### config.mk
export PLATFORM = sky130hd
export DESIGN_NAME = fft_stream
export DESIGN_NICKNAME = d
export VERILOG_FILES = /design/src/rtl/fft_pkg.sv /design/src/rtl/fft_stream_bitrev.sv /design/src/rtl/fft_stream.sv
export SDC_FILE = /design/constraint.sdc
export NUM_CORES = 1
export LEC_CHECK = 0
export BUFFER_PORTS_ARGS = -buffer_cell sky130_fd_sc_hd__clkbuf_2
export CORE_MARGIN = 3
export CORE_UTILIZATION = 52
export DETAILED_ROUTE_END_ITERATION = 8
export PLACE_DENSITY = 0.79
export REMOVE_ABC_BUFFERS = 1
export SLEW_MARGIN = 40
export SYNTH_ARGS = -nofsm -noshare
export SYNTH_HDL_FRONTEND = slang
export SYNTH_SLANG_ARGS = --single-unit
### constraint.sdc
create_clock -name clk -period 2.1 [get_ports clk]
set_clock_uncertainty 0.1 [all_clocks]
set_input_delay 0.105 -clock clk [delete_from_list [all_inputs] [get_ports clk]]
set_output_delay 0.105 -clock clk [all_outputs]
set_load 0.01 [all_outputs]
### src/rtl/fft_pkg.sv
// Shared FFT constants and state type.
// Used by the FFT core, decoder and result streamer.
package fft_pkg;

  localparam int BIT_WIDTH = 16;
  localparam int N         = 9;
  localparam int FFT_SIZE  = 512;

  typedef enum logic [1:0] {
    IDLE,
    READ,
    DRAIN
  } fft_state_t;

endpackage

### src/rtl/fft_stream_bitrev.sv
// Combinational N-bit bit reversal.
// Maps a natural bin index to its RAM slot.
module bitrev #(
  parameter int W = 9
) (
  input  logic [W-1:0] din,
  output logic [W-1:0] dout
);

  always_comb begin
    dout = '0;
    for (int i = 0; i < W; i++) begin
      dout[i] = din[W-1-i];
    end
  end

endmodule

### src/rtl/fft_stream.sv
// Streams one finished FFT frame out of the
// external result RAM in natural bin order.
module fft_stream #(
  parameter int BIT_WIDTH = fft_pkg::BIT_WIDTH,
  parameter int N         = fft_pkg::N,
  parameter int FFT_SIZE  = fft_pkg::FFT_SIZE,
  parameter int BIT_REV   = 1
) (
  input  logic                   clk,
  input  logic                   reset,
  input  logic                   fft_complete,
  output logic [N-1:0]           rd_addr,
  output logic                   rd_en,
  input  logic [2*BIT_WIDTH-1:0] rd_data,
  output logic                   fft_done,
  output logic [2*BIT_WIDTH-1:0] fft_result,
  output logic [N-1:0]           bin_idx,
  output logic                   frame_last,
  output logic                   busy,
  output logic                   overrun
);

  import fft_pkg::*;

  localparam logic [N:0] CNT_END  = (N+1)'(FFT_SIZE);
  localparam logic [N:0] OUT_LAST = (N+1)'(FFT_SIZE - 1);
  localparam logic [N:0] CNT_ONE  = (N+1)'(1);

  fft_state_t       state;
  logic [N:0]       cnt;
  logic [N:0]       out_cnt;
  logic             rd_valid;
  logic [N-1:0]     rev;
  logic [N-1:0]     nxt_addr;

  bitrev #(
    .W(N)
  ) u_bitrev (
    .din  (cnt[N-1:0]),
    .dout (rev)
  );

  assign nxt_addr = (BIT_REV != 0) ? rev : cnt[N-1:0];

  always_ff @(posedge clk) begin
    if (reset) begin
      state      <= IDLE;
      cnt        <= '0;
      out_cnt    <= '0;
      rd_valid   <= 1'b0;
      rd_addr    <= '0;
      rd_en      <= 1'b0;
      fft_done   <= 1'b0;
      fft_result <= '0;
      bin_idx    <= '0;
      frame_last <= 1'b0;
      busy       <= 1'b0;
      overrun    <= 1'b0;
    end else begin
      // rd_valid marks the cycle rd_data is valid
      rd_valid <= rd_en;
      fft_done <= rd_valid;
      if (rd_valid) begin
        fft_result <= rd_data;
        bin_idx    <= out_cnt[N-1:0];
        frame_last <= (out_cnt == OUT_LAST);
        out_cnt    <= out_cnt + 1'b1;
      end

      unique case (state)
        IDLE: begin
          cnt     <= '0;
          out_cnt <= '0;
          if (fft_complete) begin
            state   <= READ;
            rd_addr <= nxt_addr;
            rd_en   <= 1'b1;
            busy    <= 1'b1;
            cnt     <= CNT_ONE;
          end
        end
        READ: begin
          if (fft_complete) overrun <= 1'b1;
          if (cnt == CNT_END) begin
            rd_en <= 1'b0;
            state <= DRAIN;
          end else begin
            rd_addr <= nxt_addr;
            cnt     <= cnt + 1'b1;
          end
        end
        DRAIN: begin
          if (fft_complete) overrun <= 1'b1;
          if (fft_done && frame_last) begin
            state <= IDLE;
            busy  <= 1'b0;
          end
        end
        default: state <= IDLE;
      endcase
    end
  end

endmodule

==> flow_summary_export.csv <==
group,metric,value,unit
floorplan,pin_count,90,
pwr,pwr_density_cell,845.7,nW/um2
floorplan,floorplan.initialDensity,54.57,%
sta,post-route-period-util,90.77,%
drt,first_pass_iters,4,
cells_and_area,multiInputGateArea,1573,um2
run,drv_cap,0,
sta,rsz0062_at_grt,"no",
floorplan,die_width,85.29,um
sta,whs,0.1225,ns
place,gp_congestion,0.8523,
synthesis,async_flop_share,0,%
place,dp_slack,0.2140,ns
clock_tree,postCtsSetupBuffers,0,
critical_path,r2r_slack,0.19,ns
global_routing,overflow,0,
critical_path,critical_path.max_fanout,7,
critical_path,critPathTopFamily,"compound AO/OA/AOI/OAI gates",
cells_and_area,finalNetCount,494,
sta,fin_crit,1.906,ns
sta,finalSetupViolCount,0,
place,numPortBuffers,89,
global_routing,grtUsageMet1,24.18,%
clock_tree,post_cts_resized,0,
drt,avgViaCountPerCell,5.066,
drt,wl,7.193,mm
clock_tree,h-tree-depth,3,
critical_path,cp_num_buf_inv,1,
worst_hold_path,hold_start,"reset",
worst_hold_path,min_path_cells,2,
synthesis,netlist_area,3269,um2
pwr,p_leak,1.845,nW
synthesis,ys_types,44,
clock_tree,clk_pin_slew_worst_paths,0.08,ns
sta,hold_violations,0,
synthesis,ys_seq_elements,78,
critical_path,cpMaxStageDelayCell,"dfxtp_1",
synthesis,synth_sequential_area_ratio,47.76,%
critical_path,cp-start-kind,"flop",
worst_hold_path,hp-class,"input port to flop",
critical_path,cp.required,2.27,ns
global_routing,grt_antenna_before_repair,0,
sta,fin_ws,0.1939,ns
synthesis,ys.flop_type,"dfxtp_1",
floorplan,core.rowCount,28,
pwr,irDropWorstVdd,0.0005127,V
pwr,power_switching,1.026,mW
clock_tree,clock-root-buffer,"clkbuf_8",
sta,relSlewSlack,72.19,%
synthesis,yosysTopAreaCellShare,47.76,%
run_status,outcome,"finished clean",
pwr,switching_share,28.26,%
sta,worst_pin_slew,0.4172,ns
clock_tree,clk_path_buf_depth,2,
cells_and_area,n_fill_cell,430,
global_routing,busiest_layer,"met2",
sta,fmax,0.5246,GHz
clock_tree,cts_sinks,78,
global_routing,grt_pass1_wl,11.91,mm
critical_path,r2r_end,"state[0]",
pwr,pwr-share-comb,21.3,%
clock_tree,cts-buffers-inserted,9,
synthesis,synth_warnings,0,
drt,drt-initial-drc-count,93,
synthesis,synth_area_leaders,"dfxtp_1, mux2i_1, nor2_1",
critical_path,max_stage_delay,0.37,ns
worst_hold_path,holdPathEnd,"fft_result[19]",
critical_path,ff2ff_path_depth,6,
floorplan,dieArea,7274,um2
critical_path,critPathArrivalTime,2.07,ns
place,hpwlAfterDp,4.621,mm
synthesis,synth_top_area_cell,"dfxtp_1",
pwr,p_total,3.633,mW
global_routing,grt_use_total,20.37,%
clock_tree,postCtsHoldBufs,33,
clock_tree,cts_tree,"done",
pwr,p_int,2.606,mW
pwr,p_clk_share,32.9,%
drt,routedWlPerCell,13.52,um
synthesis,synthCells,333,
synthesis,synthMostInstantiatedCell,"dfxtp_1",
drt,final_antenna_net_count,0,
synthesis,ys_top_cells_by_count,"dfxtp_1, nor2_1, mux2i_1",
critical_path,timing.rr.start,"state[0]",
global_routing,grt_max_degree,27,
critical_path,worstPathCellList,"inv_1 -> ha_1 -> and2b_1 -> a21oi_1 -> a21boi_0 -> mux2i_1",
place,place_inst,484,
synthesis,avgSynthCellArea,9.818,um2
global_routing,use_met2,34.53,%
synthesis,synth-edff-count,0,
floorplan,die_h,85.29,um
clock_tree,clk_latency,0.34,ns
cells_and_area,fin_cells,532,
critical_path,critPathKind,"flop to flop",
global_routing,grt_pass1_vias,2637,
sta,drv_slew,0,
pwr,pwr-share-seq,45.8,%
floorplan,coreArea,5991,um2
cells_and_area,drive_gt1_share,28.45,%
global_routing,use_met3,4.563,%
critical_path,cp-end-kind,"flop",
cells_and_area,seqCellArea,1563,um2
cells_and_area,area_growth,31.38,%
drt,drc,0,
drt,num_vias,2695,
cells_and_area,n_antenna_cell,0,
state kept, by name, summed over array words and instances, names as in the netlist:
name / flops
state: 2
overrun: 1
rd_addr: 9
out_cnt: 10
bin_idx: 9
busy: 1
rd_valid: 1
cnt: 10
frame_last: 1
rd_en: 1
fft_result: 32
fft_done: 1
power groups by stage:
stage / clock, mW / combinational [mW] / sequential, mW
CTS: 1.23 / 0.776 / 1.66
global placement: 0 / 0.711 / 1.69
finish: 1.19 / 0.773 / 1.67
detailed placement: 0 / 0.725 / 1.70
floorplan: 0 / 0.415 / 1.76
global route: 1.30 / 0.851 / 1.68
metal layers:
layer | wire, um | up-vias
met5 | 0 | -
met4 | 124 | 0
met3 | 350 | 12
met2 | 3582 | 77
met1 | 3136 | 1236
li1 | - | 1370
worst register-to-register path: stages (launching register included):
cell      delay [ns]
dfxtp_1         0.37
inv_1           0.08
ha_1            0.27
and2b_1         0.24
a21oi_1         0.29
a21boi_0        0.27
mux2i_1         0.22
kinds of logic (layout without fill, tap and decap cells):
| family | Yosys count | after routing | share of synthesized area (%) |
|---|---|---|---|
| AOI/OAI and AO/OA | 34 | 34 | 6.659 |
| DFF | 78 | 78 | 47.76 |
| buffers and inverters | 27 | 151 | 4.133 |
| xor gates and xnor gates | 11 | 11 | 2.947 |
| adders and majority gates | 6 | 6 | 2.296 |
| muxes | 52 | 52 | 15.92 |
| and+or+nand+nor | 125 | 125 | 20.28 |
placed cells by master (no fill, tap or decap), types with 2 or more instances in the layout:
cell type,netlist,final
a211oi_1,5,5
a21o_1,2,2
a21oi_1,15,15
a31oi_1,4,4
and2b_1,2,2
and3_1,3,3
buf_4,1,7
bufinv_16,0,2
clkbuf_2,0,89
clkbuf_8,0,9
clkinv_2,0,2
clkinv_4,0,2
dfxtp_1,78,77
dlygate4sd3_1,0,33
ha_1,6,6
inv_1,7,7
mux2i_1,52,52
nand2_1,11,11
nand2b_1,6,6
nand3_1,9,9
nand4_1,3,3
nor2_1,58,58
nor2b_1,4,4
nor3b_1,2,2
o21ai_0,2,2
or2b_1,3,3
or2b_2,11,11
or3_1,3,3
xnor2_1,4,4
xor2_1,7,7
per-stage QoR:
| step | setup TNS [ns] | area, um2 | util, % |
|---|---|---|---|
| finish | 0 | 4295 | 71.70 |
| global route | 0 | 4295 | 71.70 |
| CTS | 0 | 4295 | 71.70 |
| detailed placement | 0 | 3754 | 62.66 |
| global placement | 0 | 3754 | 62.66 |
| floorplan | -8.483 | 3161 | - |
worst max path at each step:
stage / endpoint / slack (ns) / cells after the start / startpoint
detailed placement: state[0] / 0.21 / 6 / state[0]
finish: state[0] / 0.19 / 6 / state[0]
global route: state[0] / 0.03 / 6 / state[0]
global placement: state[0] / 0.34 / 6 / state[0]
CTS: state[0] / 0.19 / 6 / state[0]
floorplan: out_cnt[6] / -0.73 / 3 / rd_valid
layout make-up:
cell class                      instances  area share (%)
Clock buffer                            9           2.884
Clock inverter                          6           2.039
Sequential cell                        78           36.38
Tap cell                               75           2.185
Inverter                                7          0.6117
Timing Repair Buffer                  129           19.28
Multi-Input combinational cell        228           36.62
(Power assumes the default switching activity.)
